==> src/rtl/game_sequencer.sv <==
// game_sequencer: tick generator, lives/respawn/win/game-over state machine and
// saturating BCD score with a periodic lava boost strobe.
// Optional build macro: GAME_PAUSE_EN adds a pause_btn rising-edge toggle
// between RUNNING and PAUSED. Without it pause_btn is ignored.
//
// state        | meaning
// ST_RUNNING   | normal play; deaths, goal and landings evaluated on ticks
// ST_GAME_OVER | last life lost; held until restart or reset
// ST_WIN       | goal reached; held until restart or reset
// ST_RESPAWN   | frozen for RESPAWN_TICKS ticks after a non-final death
// ST_PAUSED    | frozen by the pause button (GAME_PAUSE_EN builds only)

module game_sequencer #(
  parameter int CLK_HZ        = 50000000,
  parameter int TICK_HZ       = 60,
  parameter int LIVES         = 3,
  parameter int RESPAWN_TICKS = 90,
  parameter int SCORE_DIGITS  = 4,
  parameter int BOOST_EVERY   = 5
) (
  input  logic                      clk,
  input  logic                      rst,
  input  logic                      in_lava,
  input  logic                      hit_lava_wall,
  input  logic                      at_goal_region,
  input  logic                      jump_landed_pulse,
  input  logic                      pause_btn,
  input  logic                      restart,
  output logic                      game_tick,
  output logic [2:0]                game_state,
  output logic                      freeze,
  output logic [3:0]                lives_left,
  output logic [4*SCORE_DIGITS-1:0] score_bcd,
  output logic                      respawn_pulse,
  output logic                      lava_boost_pulse
);

  localparam int TICK_DIV = CLK_HZ / TICK_HZ;
  localparam int CW       = $clog2(TICK_DIV);
  localparam int RW       = $clog2(RESPAWN_TICKS + 1);
  // +2 keeps the width at least one bit when the boost is disabled
  localparam int BW       = $clog2(BOOST_EVERY + 2);
  localparam int SW       = 4 * SCORE_DIGITS;

  localparam logic [CW-1:0] TICK_LAST  = CW'(TICK_DIV - 1);
  localparam logic [RW-1:0] RESP_LOAD  = RW'(RESPAWN_TICKS);
  localparam logic [3:0]    LIVES_INIT = 4'(LIVES);
  localparam logic [BW-1:0] BOOST_TGT  = BW'(BOOST_EVERY);

  typedef enum logic [2:0] {
    ST_RUNNING   = 3'd0,
    ST_GAME_OVER = 3'd1,
    ST_WIN       = 3'd2,
    ST_RESPAWN   = 3'd3,
    ST_PAUSED    = 3'd4
  } state_t;

  state_t        state_q, state_d;
  logic [CW-1:0] tick_cnt_q;
  logic          land_q, land_d;
  logic          landed;
  logic [RW-1:0] resp_cnt_q, resp_cnt_d;
  logic [BW-1:0] boost_cnt_q, boost_cnt_d;
  logic [3:0]    lives_q, lives_d;
  logic [SW-1:0] score_q, score_d, score_inc;
  logic          score_sat;
  logic          respawn_pulse_d, boost_pulse_d;
  logic          pause_rise;

  // Free-running tick divider; restart deliberately leaves it alone.
  always_ff @(posedge clk or negedge rst) begin
    if (!rst) begin
      tick_cnt_q <= '0;
      game_tick  <= 1'b0;
    end else begin
      game_tick  <= (tick_cnt_q == TICK_LAST);
      tick_cnt_q <= (tick_cnt_q == TICK_LAST) ? '0 : tick_cnt_q + CW'(1);
    end
  end

`ifdef GAME_PAUSE_EN
  logic pause_prev_q;

  // Previous pause_btn level for rising-edge detection.
  always_ff @(posedge clk or negedge rst) begin
    if (!rst) begin
      pause_prev_q <= 1'b0;
    end else begin
      pause_prev_q <= pause_btn;
    end
  end

  assign pause_rise = pause_btn & ~pause_prev_q;
`else
  logic unused_pause;

  assign unused_pause = pause_btn;
  assign pause_rise   = 1'b0;
`endif

  // A landing in the tick cycle itself still counts toward that tick.
  assign landed = land_q | jump_landed_pulse;

  // Decimal +1 across all digits; a carry out of the top digit means all 9s.
  always_comb begin
    score_inc = score_q;
    score_sat = 1'b1;
    for (int i = 0; i < SCORE_DIGITS; i++) begin
      if (score_sat) begin
        if (score_q[4*i +: 4] == 4'd9) begin
          score_inc[4*i +: 4] = 4'd0;
        end else begin
          score_inc[4*i +: 4] = score_q[4*i +: 4] + 4'd1;
          score_sat           = 1'b0;
        end
      end
    end
  end

  // Next-state and datapath decisions; restart outranks pause and tick events.
  always_comb begin
    state_d         = state_q;
    lives_d         = lives_q;
    score_d         = score_q;
    boost_cnt_d     = boost_cnt_q;
    resp_cnt_d      = resp_cnt_q;
    respawn_pulse_d = 1'b0;
    boost_pulse_d   = 1'b0;
    land_d          = game_tick ? 1'b0 : landed;

    if (restart) begin
      state_d     = ST_RUNNING;
      lives_d     = LIVES_INIT;
      score_d     = '0;
      boost_cnt_d = '0;
      resp_cnt_d  = '0;
      land_d      = 1'b0;
    end else if (state_q == ST_RUNNING && pause_rise) begin
      state_d = ST_PAUSED;
    end else if (state_q == ST_PAUSED && pause_rise) begin
      state_d = ST_RUNNING;
    end else if (game_tick) begin
      case (state_q)
        ST_RUNNING: begin
          if (in_lava || hit_lava_wall) begin
            if (lives_q > 4'd1) begin
              lives_d         = lives_q - 4'd1;
              state_d         = ST_RESPAWN;
              resp_cnt_d      = RESP_LOAD;
              respawn_pulse_d = 1'b1;
            end else begin
              lives_d = 4'd0;
              state_d = ST_GAME_OVER;
            end
          end else if (at_goal_region) begin
            state_d = ST_WIN;
          end else if (landed && !score_sat) begin
            score_d = score_inc;
            if (BOOST_EVERY != 0) begin
              if (boost_cnt_q + BW'(1) == BOOST_TGT) begin
                boost_cnt_d   = '0;
                boost_pulse_d = 1'b1;
              end else begin
                boost_cnt_d = boost_cnt_q + BW'(1);
              end
            end
          end
        end
        ST_RESPAWN: begin
          if (resp_cnt_q == RW'(1)) begin
            state_d    = ST_RUNNING;
            resp_cnt_d = '0;
          end else begin
            resp_cnt_d = resp_cnt_q - RW'(1);
          end
        end
        default: begin
        end
      endcase
    end
  end

  // State and datapath registers; freeze is registered alongside the state.
  always_ff @(posedge clk or negedge rst) begin
    if (!rst) begin
      state_q          <= ST_RUNNING;
      freeze           <= 1'b0;
      lives_q          <= LIVES_INIT;
      score_q          <= '0;
      boost_cnt_q      <= '0;
      resp_cnt_q       <= '0;
      land_q           <= 1'b0;
      respawn_pulse    <= 1'b0;
      lava_boost_pulse <= 1'b0;
    end else begin
      state_q          <= state_d;
      freeze           <= (state_d != ST_RUNNING);
      lives_q          <= lives_d;
      score_q          <= score_d;
      boost_cnt_q      <= boost_cnt_d;
      resp_cnt_q       <= resp_cnt_d;
      land_q           <= land_d;
      respawn_pulse    <= respawn_pulse_d;
      lava_boost_pulse <= boost_pulse_d;
    end
  end

  assign game_state = state_q;
  assign lives_left = lives_q;
  assign score_bcd  = score_q;

endmodule
==> config.mk <==
export PLATFORM = sky130hd
export DESIGN_NAME = game_sequencer
export DESIGN_NICKNAME = d
export VERILOG_FILES = /design/src/rtl/game_sequencer.sv
export SDC_FILE = /design/constraint.sdc
export NUM_CORES = 1
export LEC_CHECK = 0
export ABC_AREA = 0
export CAP_MARGIN = 20
export CORE_MARGIN = 5
export CORE_UTILIZATION = 52
export CTS_CLUSTER_SIZE = 10
export DETAILED_ROUTE_END_ITERATION = 16
export GPL_ROUTABILITY_DRIVEN = 0
export PLACE_DENSITY = 0.73
export SLEW_MARGIN = 40
export SYNTH_ARGS = -nofsm -noshare
export SYNTH_HDL_FRONTEND = slang
export SYNTH_SLANG_ARGS = --single-unit
export TNS_END_PERCENT = 1
==> constraint.sdc <==
create_clock -name clk -period 2.6 [get_ports clk]
set_input_delay 0.65 -clock clk [delete_from_list [all_inputs] [get_ports clk]]
set_output_delay 0.65 -clock clk [all_outputs]
set_load 0.05 [all_outputs]
==> impl_results.md <==
* Status: finished, final reports clean
* CP Class: reg2out
* Crit-path max FO at 11
* Gr busiest metal: met2
* Hold WS at between 0.3 and 0.4 ns
* # IOs at 35
* Commonest cells post-synth: dfrtp_1, nor2_1, a21oi_1
* Drt drc at 0
* Post-CTS Resized at 0
* Fill count at around 450
* Initial antenna violation count at 0
* Setup TNS at 0 ns
* DRT Pass-1 Iters at 4
* Rel. slew slack at 0.5875
* Number of port buffers at 33
* Worst-Margin Slew at ~0.61 ns
* Crit-path cells: clkdlybuf4s50_1
* DIE WIDTH at approximately 90 um
* Final slew viol count at 0
* Register share of total power at 0.452
* Net switching power at 0.3958 mW
* Root Buffer: clkbuf_8
* Synthesized Nets at 353
* Top-count cell post-synth: dfrtp_1
* Slowest CP cell: clkdlybuf4s50_1
* Post-CTS Hold Fix Bufs at 0
* Maximum Capacitance Violations at 0
* Final setup vio count at 0
* Post-route setup slack at 0.1743 ns
* Multi-input logic area at 1580 um2
* DR vias at between 2000 and 3000
* EDFF count, synth at 0
* Sequential cell area at 1454 um2
* Largest net degree at the start of global routing at 26
* Final Critical Period at 2.426 ns
* Post-Synthesis Cells at 329
* First-pass GRT wire length at between 10 and 15 mm
* Synth area leaders: dfrtp_1, ha_1, nor2_1, xnor2_1, a21oi_1
* Peak Freq at 412.3 MHz
* Layout Area Growth over Synthesis at 20.12%
* DP Wirelength at between 4 and 5 mm
* Total die area at 7789 um2
* Layout cell share with drive strength beyond 1 at 0.1013
* Nets at 394
* Vias in the first global route at 2554
* RSZ-0062 raised after global routing: no
* Int Power at ~1.6 mW
* Average wire per standard cell at 14.92 um
* Critical Path Max Stage Delay at just under 0.9 ns
* # diodes at 0
* Fin Clk Skew at about 0.012 ns
* Synth Cell Area at 3184 um2
* Ys Warns at 0
* Grt met3 use at 0.03352
* Grt total ovfl at 0
* Share of the synthesized area in the top cell type at 0.4401
* CTS sink count at 58
* Worst path buffer plus inverter count at 1
* CTS tree: yes
* Clock power frac at 0.524
* Die height at 88.26 um
* Met1 usage at 0.2503
* Final-report hold violation count at 0
* HP Class: in2async
* Seq/Total Area, Yosys at 0.4566
* CP endpoint kind: output port
* Synthesized area per cell at 9.679 um2
* Number of CTS-inserted buffers at 9
* Worst Path Arrival at 1.78 ns
* Core area at 5921 um2
* CP Launch Type: register
* Clk slew on worst S/H paths at 0.07 ns
* Pwr per Cell Area at 522.9 nW/um2
* P_leak at 1.676 nW
* Worst path required time at 1.95 ns
* Post-Route WL at 6.713 mm
* Synth cell types at 49
* Via density at 5.653
* Ys async rst share at 1.000
* GRT met2 Usage at 0.3215
* Period utilization at 0.9330
* Post-DRT Antenna Nets at 0
* Area leader, netlist: dfrtp_1
* FF+latch count, synth at 58
* Sw Share at 0.1979
* Setup slack, reg-to-reg at 0.41 ns
* Peak VDD IR at 0.0002891 V
* Clock Latency Late Sink at 0.33 ns
* Cell family with most CP delay: buffers and inverters
* Setup WS pre-CTS at 0.06559 ns
* H-Tree Depth at 3
* Deepest clock path buffer count at 2
* Initial Utilization at 0.5378
* DP Area at 3573 um2
* Final Instance Area at approximately 3800 um2
* 1st-iter DRT viols at approximately 170
* Rows at 28
* Combinational power share at 0.025
* Ys flop type: dfrtp_1
* Post-CTS setup buffer count at 0
* GRT Overall Usage at 0.1927
kinds of logic (layout without fill, tap and decap cells):
logic type      after synthesis  count (layout)  share of synthesized area
simple gates                155             155                     0.2648
compound gates               45              45                    0.08841
fa+ha+maj                    16              16                    0.06287
flops                        58              58                     0.4566
buf+inv                      27              73                    0.04715
mux                           8               8                    0.02515
xor+xnor                     20              20                    0.05501
flip-flops by register name, summed over array words and instances (netlist names):
signal / cells
tick_cnt_q: 20
score_bcd: 16
resp_cnt_q: 7
lives_left: 4
boost_cnt_q: 3
game_state: 3
freeze: 1
game_tick: 1
land_q: 1
lava_boost_pulse: 1
respawn_pulse: 1
cells in the final DEF (no fill, tap or decap), types with 3 or more instances in the layout:
cell type	netlist	layout
dfrtp_1	56	56
nor2_1	48	48
clkdlybuf4s50_1	0	32
a21oi_1	17	17
inv_1	16	16
nor3_1	16	16
nand2_1	16	16
ha_1	16	16
nand3_1	14	14
xnor2_1	12	12
o21ai_0	11	11
clkbuf_8	3	11
xor2_1	8	8
mux2i_1	8	8
buf_4	0	8
nand4_1	7	7
nand3b_1	7	7
nor4_1	6	6
nor2b_1	5	5
and3_1	5	5
or2_2	4	4
nand2b_1	4	4
or3_1	4	4
a311oi_1	3	3
and3b_1	3	3
bufinv_16	0	3
routing by layer:
metal	part of all wire	routed length, um	vias to the layer above
met3	0.040	269	4
met1	0.46	3115	1248
met2	0.49	3275	54
met5	0	0	-
met4	0.0079	53	0
li1	-	-	1238
path summary, 6_finish.rpt:
check	start	endpoint	depth (start not counted)
worst min-delay path	rst	score_bcd[5]	1
max in group asynchronous	rst	lives_left[0]	2
worst max register to register	lives_left[0]	resp_cnt_q[5]	7
worst max-delay path	game_state[0]	game_state[0]	1
worst min register to register	tick_cnt_q[19]	tick_cnt_q[19]	1
min in group clk	tick_cnt_q[19]	tick_cnt_q[19]	1
power by group through the flow:
| stage | Clock [mW] | Combinational [mW] | Sequential, mW |
|---|---|---|---|
| floorplan | 0 | 0.0171 | 0.921 |
| global placement | 0 | 0.0502 | 0.920 |
| detailed placement | 0 | 0.0512 | 0.920 |
| CTS | 1.07 | 0.0509 | 0.903 |
| global route | 1.10 | 0.0562 | 0.903 |
| finish | 1.05 | 0.0495 | 0.904 |
stage by stage:
stage,util,std cells,power [mW]
6_report,0.6460,450,2.000
5_1_grt,0.6460,450,2.059
4_1_cts,0.6460,450,2.021
3_5_place_dp,0.6036,434,0.9716
3_3_place_gp,0.6036,434,0.9705
2_1_floorplan,-,329,0.9377
final cells by class:
type / instances / area share
repair buffers: 41 / 0.1008
flip-flops and latches: 58 / 0.3801
well taps: 75 / 0.02453
multi-input cells: 244 / 0.4132
clock inverters: 5 / 0.02617
clock buffers: 11 / 0.03958
inverters: 16 / 0.01570
Note: power is estimated with default switching activity, not from simulation.
==> patch, RTL diff (same flow settings) <==
Register the output `game_state` once more, with the module's reset; this adds one clock of latency there. The other outputs are not delayed to match.
--- a/src/rtl/game_sequencer.sv
+++ b/src/rtl/game_sequencer.sv
@@ -205,7 +205,13 @@
     end
   end
 
-  assign game_state = state_q;
+  always_ff @(posedge clk or negedge rst) begin
+    if (!rst) begin
+      game_state <= '0;
+    end else begin
+      game_state <= state_q;
+    end
+  end
   assign lives_left = lives_q;
   assign score_bcd  = score_q;
 
Function: no difference found for any inputs over 10 cycles, from zero or initial values and one cycle with rst low; that may be too few to reach the edited logic, so the function may still have changed.
==> patch against the unedited design <==
- register-to-register slack lost 0.03 ns
- routed wire length shrank 6.3%
- critical path depth grew 5
- clock skew shrank 0.0014 ns
- power shrank 8.7%
- non-clock buffer count grew 7
- utilization grew 0.52 points
- sequential cell count grew 3
- final area grew 1.4%
- via count shrank 4.1%
- hold slack gained 0.0016 ns
- worst setup slack lost 0.0057 ns
- synthesized area grew 0.20%
- cell count grew 0.44%
==> patch: results (changes against the unedited design) <==
status completed (unchanged); vias in the first global route 2451 (was 2554); WL per Instance 13.9 um (was 14.9 um); clk_skew 0.0101 ns (was 0.0115 ns); total track usage 18.4% (was 19.3%); first-pass GRT wire length 11300 um (was 11800 um); Setup WS pre-CTS -0.162 ns (was 0.0656 ns); Post-DP Area 3690 um^2 (was 3570 um^2); # nets final 396 (was 394); Initial DRC Count 121 (was 168); largest net degree at the start of global routing 25 (was 26); top cells by count, synth 59 x dfrtp_1, 46 x nor2_1, 19 x nand2_1 (was 56 x dfrtp_1, 48 x nor2_1, 17 x a21oi_1); hold_ws 0.318 ns (was 0.316 ns); Reg2Reg Setup Slack 0.38 ns (was 0.41 ns); Fill cells 489 (was 453); Slew Limit Headroom 60.5% (was 58.7%); Arrival @ worst endpoint 2.68 ns (was 1.78 ns); post-synthesis sequential area ratio 47.9% (was 45.7%); synth-to-layout area growth 21.6% (was 20.1%); Net Switching 0.396 mW (about the same); Syn Nets 345 (was 353); Vias 2439 (was 2544); most area-consuming cells after synthesis dfrtp_1 46%, ha_1 6.3%, nor2_1 5.4% (was dfrtp_1 44%, ha_1 6.3%, nor2_1 5.7%); Leakage 1.73 nW (was 1.68 nW); share of layout cells above drive strength 1 12.2% (was 10.1%)
## patch: cell families after synthesis
| family | synth area share (%) |
|---|---|
| flops | 47.9 |
| compound gates | 8.20 |
| simple gates | 25.1 |
| buf+inv | 2.98 |
| xor+xnor | 6.04 |
| mux | 3.45 |
| fa+ha+maj | 6.27 |
## patch: per-layer routing
| metal | part of all wire (%) | up-vias | track usage [%] |
|---|---|---|---|
| met2 | 46 | 41 | 30.0 |
| met5 | 0 | - | 0 |
| met4 | 1.4 | 0 | 7.83 |
| li1 | - | 1226 | - |
| met3 | 4.3 | 8 | 3.63 |
| met1 | 48 | 1164 | 24.1 |
## patch: final timing paths
| path | endpoint | cells after the start | startpoint |
|---|---|---|---|
| max | score_bcd[13]$_DFFE_PN0P_ | 6 | hit_lava_wall |
| min | boost_cnt_q[2]$_DFFE_PN0P_ | 1 | rst |
| max reg2reg | score_bcd[13]$_DFFE_PN0P_ | 5 | state_q[1]$_DFF_PN0_ |
| min reg2reg | tick_cnt_q[19]$_DFF_PN0_ | 1 | tick_cnt_q[19]$_DFF_PN0_ |
| max in group asynchronous | tick_cnt_q[10]$_DFF_PN0_ | 2 | rst |
| min in group clk | tick_cnt_q[19]$_DFF_PN0_ | 1 | tick_cnt_q[19]$_DFF_PN0_ |
## patch: worst max-delay path: stages
cell	delay [ns]
clkdlybuf4s50_1	0.43
or3_1	0.48
or4_4	0.61
nor3_4	0.23
nor2_1	0.08
a211oi_2	0.19
## patch: area by class of cell
cell class                      count  area share [%]
Multi-Input combinational cell    236            40.4
Clock buffer                       11            3.65
Timing Repair Buffer               48            11.3
Clock inverter                      5            1.29
Sequential cell                    61            39.4
Tap cell                           75            2.42
Inverter                           16            1.55
## patch: power groups by stage
stage / Clock [mW] / Combinational (mW) / Sequential, mW
after floorplan: 0 / 0.0164 / 0.968
after global placement: 0 / 0.0556 / 0.968
after detailed placement: 0 / 0.0561 / 0.968
after CTS: 0.843 / 0.0566 / 0.950
after global routing: 0.885 / 0.0622 / 0.950
final: 0.821 / 0.0547 / 0.950
## patch: metrics by stage
stage,cells,TNS [ns]
after floorplan,321,0
after global placement,436,-0.542
after detailed placement,436,-0.915
after CTS,452,0
after global routing,452,0
final,452,0
